===== src/rtl/mem_arbiter.sv =====
// Purpose: shares one single-port sync data memory between the CPU data port and an external requester.
// Latency: grant/stall are combinational; read data returns one cycle after the issuing cycle for both sides.
// Backpressure: CPU is frozen via cpu_en while the external side is forced ahead; ext_req is held until ext_gnt.
module mem_arbiter #(
    parameter int unsigned MAX_WAIT = 4
) (
    input  logic        clk,
    input  logic        rst,
    input  logic        en,
    output logic        cpu_en,
    input  logic [3:0]  cpu_mem_write_en,
    input  logic        cpu_mem_read_en,
    input  logic [31:0] cpu_mem_addr,
    input  logic [31:0] cpu_mem_write_data,
    output logic [31:0] cpu_mem_read_data,
    input  logic        ext_req,
    input  logic [3:0]  ext_we,
    input  logic [31:0] ext_addr,
    input  logic [31:0] ext_wdata,
    output logic        ext_gnt,
    output logic        ext_rvalid,
    output logic [31:0] ext_rdata,
    output logic [31:0] mem_addr,
    output logic [31:0] mem_wdata,
    output logic [3:0]  mem_we,
    output logic        mem_re,
    input  logic [31:0] mem_rdata,
    output logic [31:0] stall_count
);

    // Owner of the read issued in the previous cycle, used to steer mem_rdata.
    typedef enum logic [1:0] {
        OP_NONE   = 2'd0,
        OP_CPU_RD = 2'd1,
        OP_EXT_RD = 2'd2
    } last_op_e;

    last_op_e    last_op_q, last_op_d;
    logic [3:0]  wait_cnt_q, wait_cnt_d;
    logic [31:0] cpu_hold_q, cpu_hold_d;
    logic [31:0] stall_count_q, stall_count_d;

    logic cpu_req;
    logic ext_win;
    logic cpu_stall;

    assign cpu_req   = en & ~rst & (cpu_mem_read_en | (|cpu_mem_write_en));
    assign ext_win   = ext_req & ~rst & (~cpu_req | (wait_cnt_q >= 4'(MAX_WAIT)));
    assign cpu_stall = cpu_req & ext_win;

    assign ext_gnt     = ext_win;
    assign cpu_en      = en & ~cpu_stall;
    assign stall_count = stall_count_q;

    // The returned word belongs to whoever issued last cycle's read; the CPU falls back to its held copy.
    assign ext_rvalid        = (last_op_q == OP_EXT_RD);
    assign ext_rdata         = mem_rdata;
    assign cpu_mem_read_data = (last_op_q == OP_CPU_RD) ? mem_rdata : cpu_hold_q;

    // Memory port mux: external side when it wins, else the CPU, else idle; a stalled CPU never reaches memory.
    always_comb begin
        mem_addr  = cpu_mem_addr;
        mem_wdata = cpu_mem_write_data;
        mem_we    = 4'h0;
        mem_re    = 1'b0;
        if (ext_win) begin
            mem_addr  = ext_addr;
            mem_wdata = ext_wdata;
            mem_we    = ext_we;
            mem_re    = (ext_we == 4'h0);
        end else if (cpu_req) begin
            mem_we = cpu_mem_write_en;
            mem_re = cpu_mem_read_en;
        end
    end

    // Next-state for read ownership, starvation counter, CPU hold register and stall counter.
    always_comb begin
        last_op_d     = OP_NONE;
        wait_cnt_d    = wait_cnt_q;
        cpu_hold_d    = cpu_hold_q;
        stall_count_d = stall_count_q;

        if (ext_win && (ext_we == 4'h0)) begin
            last_op_d = OP_EXT_RD;
        end else if (!ext_win && cpu_req && cpu_mem_read_en) begin
            last_op_d = OP_CPU_RD;
        end

        if (ext_win || !ext_req) begin
            wait_cnt_d = 4'h0;
        end else if (wait_cnt_q != 4'hF) begin
            wait_cnt_d = wait_cnt_q + 4'h1;
        end

        if (last_op_q == OP_CPU_RD) begin
            cpu_hold_d = mem_rdata;
        end

        if (cpu_stall && (stall_count_q != 32'hFFFF_FFFF)) begin
            stall_count_d = stall_count_q + 32'h1;
        end
    end

    // State registers; reset also drops any pending read return.
    always_ff @(posedge clk) begin
        if (rst) begin
            last_op_q     <= OP_NONE;
            wait_cnt_q    <= 4'h0;
            cpu_hold_q    <= 32'h0;
            stall_count_q <= 32'h0;
        end else begin
            last_op_q     <= last_op_d;
            wait_cnt_q    <= wait_cnt_d;
            cpu_hold_q    <= cpu_hold_d;
            stall_count_q <= stall_count_d;
        end
    end

endmodule


===== config.mk =====
export PLATFORM = sky130hd
export DESIGN_NAME = mem_arbiter
export DESIGN_NICKNAME = d
export VERILOG_FILES = /design/src/rtl/mem_arbiter.sv
export SDC_FILE = /design/constraint.sdc
export NUM_CORES = 1
export LEC_CHECK = 0
export CAP_MARGIN = 25
export CORE_AREA = 2 2 134 136
export CTS_CLUSTER_DIAMETER = 60
export DETAILED_ROUTE_END_ITERATION = 10
export DIE_AREA = 0 0 136 138
export DONT_BUFFER_PORTS = 1
export PLACE_DENSITY = 0.38
export SYNTH_ARGS = -nofsm -noshare
export SYNTH_HDL_FRONTEND = slang
export SYNTH_SLANG_ARGS = --single-unit

===== constraint.sdc =====
create_clock -name clk -period 2.1 [get_ports clk]
set_input_delay 0.42 -clock clk [delete_from_list [all_inputs] [get_ports clk]]
set_output_delay 0.42 -clock clk [all_outputs]
set_load 0.05 [all_outputs]

==> results of run 1 <==
[repair_timing]
item	in CTS	in global routing
endpoints found under the hold margin	0	0
cloned	4	4
pin swaps	42	23
gates resized for setup	83	58
setup endpoints to repair	92	118
buffers inserted	7	5
[power by group through the flow]
stage / combinational (W) / sequential [W] / clock, W
after global placement: 0.00104 / 0.00138 / 0
after CTS: 0.00119 / 0.00135 / 0.00165
final: 0.00126 / 0.00135 / 0.00158
after global routing: 0.00132 / 0.00135 / 0.00170
after floorplan: 0.00111 / 0.00138 / 0
after detailed placement: 0.00105 / 0.00138 / 0
[synthesized netlist by cell type (2+ instances only)]
master | number | area share (%)
a211oi_1 | 2 | 0.34
a21oi_1 | 24 | 2.7
and2_1 | 32 | 4.5
and3_1 | 6 | 0.85
and4_1 | 4 | 0.79
and4_4 | 2 | 0.51
buf_1 | 3 | 0.26
buf_2 | 10 | 1.1
buf_4 | 36 | 6.1
buf_6 | 2 | 0.51
clkbuf_1 | 17 | 1.4
dfxtp_1 | 70 | 32
ha_1 | 2 | 0.57
inv_1 | 12 | 1.0
mux2_1 | 22 | 5.6
mux2_2 | 13 | 3.3
nand2_1 | 205 | 17
nand3_1 | 17 | 1.9
nand3b_1 | 2 | 0.34
nand4_1 | 14 | 2.0
nor2_1 | 16 | 1.4
nor2b_1 | 8 | 1.1
nor3_1 | 8 | 0.91
nor4_1 | 3 | 0.43
nor4_2 | 2 | 0.57
o21ai_1 | 8 | 0.91
o31ai_1 | 21 | 3.6
or3_1 | 4 | 0.57
or4_1 | 21 | 3.6
[state kept, by name, indices dropped and copies added, names as in the netlist]
| signal | cells |
|---|---|
| cpu_hold_q | 32 |
| last_op_q | 2 |
| wait_cnt_q | 4 |
| stall_count | 32 |
[per-layer routing]
metal	share of wire [%]	vias up	global-route usage, %
li1	-	2078	-
met1	39	2031	22.1
met2	44	219	27.6
met3	16	20	12.6
met4	1.5	0	4.06
met5	0	-	0
[stage by stage]
| stage | setup TNS [ns] | worst slack (ns) | power, W |
|---|---|---|---|
| floorplan | -8.97 | -0.197 | 0.00250 |
| global placement | -16.08 | -0.279 | 0.00242 |
| detailed placement | -18.29 | -0.313 | 0.00243 |
| CTS | -14.91 | -0.249 | 0.00419 |
| global route | -20.73 | -0.344 | 0.00437 |
| finish | -16.60 | -0.302 | 0.00420 |
[cells by family after synthesis]
family / after synthesis
AO/OA/AOI/OAI: 61
adder cells (fa/ha/maj): 2
buffers and inverters: 81
flip-flops: 70
multiplexers: 36
other: 1
AND/OR/NAND/NOR: 351
[cell type report]
type	instances	share of cell area (%)
multi-input cells	451	56.3
flip-flops and latches	70	20.7
repair buffers	87	13.7
well taps	229	4.14
clock buffers	10	3.45
clock inverters	6	0.994
inverters	13	0.777
diodes	1	0.0362
[final timing paths]
| path | start | endpoint | slack, ns | cells after the start |
|---|---|---|---|---|
| worst max register to register | stall_count[21] | stall_count[29] | 0.10 | 7 |
| worst min-delay path | rst | stall_count[3] | 0.13 | 1 |
| worst min register to register | wait_cnt_q[0] | wait_cnt_q[0] | 0.44 | 1 |
| worst max-delay path | cpu_mem_write_en[0] | mem_addr[6] | -0.30 | 8 |
==> out/qor.txt, run 1 <==
CP Cell Sequence: or4_4 -> o21ai_4 -> o21ai_4 -> buf_6 -> buf_12 -> clkbuf_16 -> nand2_2 -> nand2_4
iteration count of the initial detailed-routing pass: 4
Peak VDD IR: 0.353 mV
Worst-Margin Slew: 0.508 ns
layout cells sized above 1: 52.4%
Syn Inst Count: 602
# clock sinks: 70
# placed instances: 830
WP buf/inv: 3
CP Launch Type: input port
Hold WS: 0.134 ns
pin count of the biggest net entering global routing: 43
max-slew violations: 0
Site Rows: 49
Worst Skew: 0.00700 ns
Synth warnings: 0
Synthesized Nets: 777
Worst EP arrival: 1.98 ns
failing checks: negative setup slack
Synth Area in Adders: 0.568%
Psw: 0.00155 W
CTS max path bufs: 2
P_int: 0.00265 W
crit share post-route: 114%
CP top delay family: simple AND/OR/NAND/NOR gates
crit path max fanout: 6
initial antenna violation count: 0
Core Region: 17500 sq um
CTS H-tree depth: 3
combinational share of power: 30.1%
Synth Area per Inst: 7.32 sq um
most frequent cells in the layout: nand2_4 (65), buf_4 (65), nand2_1 (53)
worst skew pair latency: 0.34 ns
Final ANT Viol Nets: 0
vias post-DR: 4348
leakage power total: 2.81 nW
Vias/cell: 5.01
Final Setup Violations: 71
fmax: 0.416 GHz
Synth Area in XOR/XNOR: 0%
dominant synthesized flop cell: dfxtp_1
Netlist cell types: 45
CTS tree: done
Power per Cell Area: 606 nW/um^2
ys async rst share: 0%
slowest stage cell, crit path: or4_4
CTS clk-pin slew, worst paths: 0.06 ns
Synth Area in Simple Gates: 38.8%
hold-fix buffer count after cts: 0
Worst path max stage delay: 0.54 ns
NumNets Final: 807
first-pass GRT wire length: 26.4 mm
multiplexer share of the synthesized area: 9.28%
unrepaired setup endpoints after global routing: yes
max cap viols: 0
final WL: 18.4 mm
fin area: 6920 sq um
HP Class: in2reg
sequential power share: 32.3%
EDFF count, synth: 0
Final Worst Setup Slack: -0.302 ns
grt ovf: 0
initial core utilization: 25.1%
chip width: 136 microns
layout filler cell count: 1761
main combinational cell family by area after synthesis: simple AND/OR/NAND/NOR gates
status: complete, but fails checks
# IOs: 341
worst setup path category: in2out
Sequential Area: 1430 sq um
vias in the first global route: 4330
GRT Total Usage: 18.6%
fin crit period: 2.40 ns
FF+latch count, synth: 70
global placement routability congestion: 0.776
Top cell by count, worst path: o21ai_4
Critical Path RT: 1.68 ns
area post-placement: 5640 sq um
Synth Cell Area: 4410 sq um
die area: 18800 sq um
Slew headroom: 66.0%
count of input and output buffers: 0
Sw Ratio: 36.8%
element type at the critical path end: output pin
Clock power frac: 37.7%
number of remaining DRC errors: 0
Die Ht: 138 microns
final cell count without fillers: 867
Compound-Gate Fraction of Synth Area: 8.91%
Post-DP HPWL: 14.2 mm
register area share after synthesis: 31.8%
Syn-to-layout area delta: 57.0%
number of CTS-inserted buffers: 9
root buffer cell: clkbuf_16
DRT iter0 DRCs: 185
multi-input logic area: 3890 sq um
Hold Violations, Final: 0
final core utilization: 39.5%
routed length per placed instance: 21.2 microns
(Power assumes the default switching activity.)
==> run 2, diff against run 1 <==
Settings changed: GPL_ROUTABILITY_DRIVEN from default to 0.
==> results of run 2 <==
The final DEF is identical to that of run 1; final timing and power are the same.
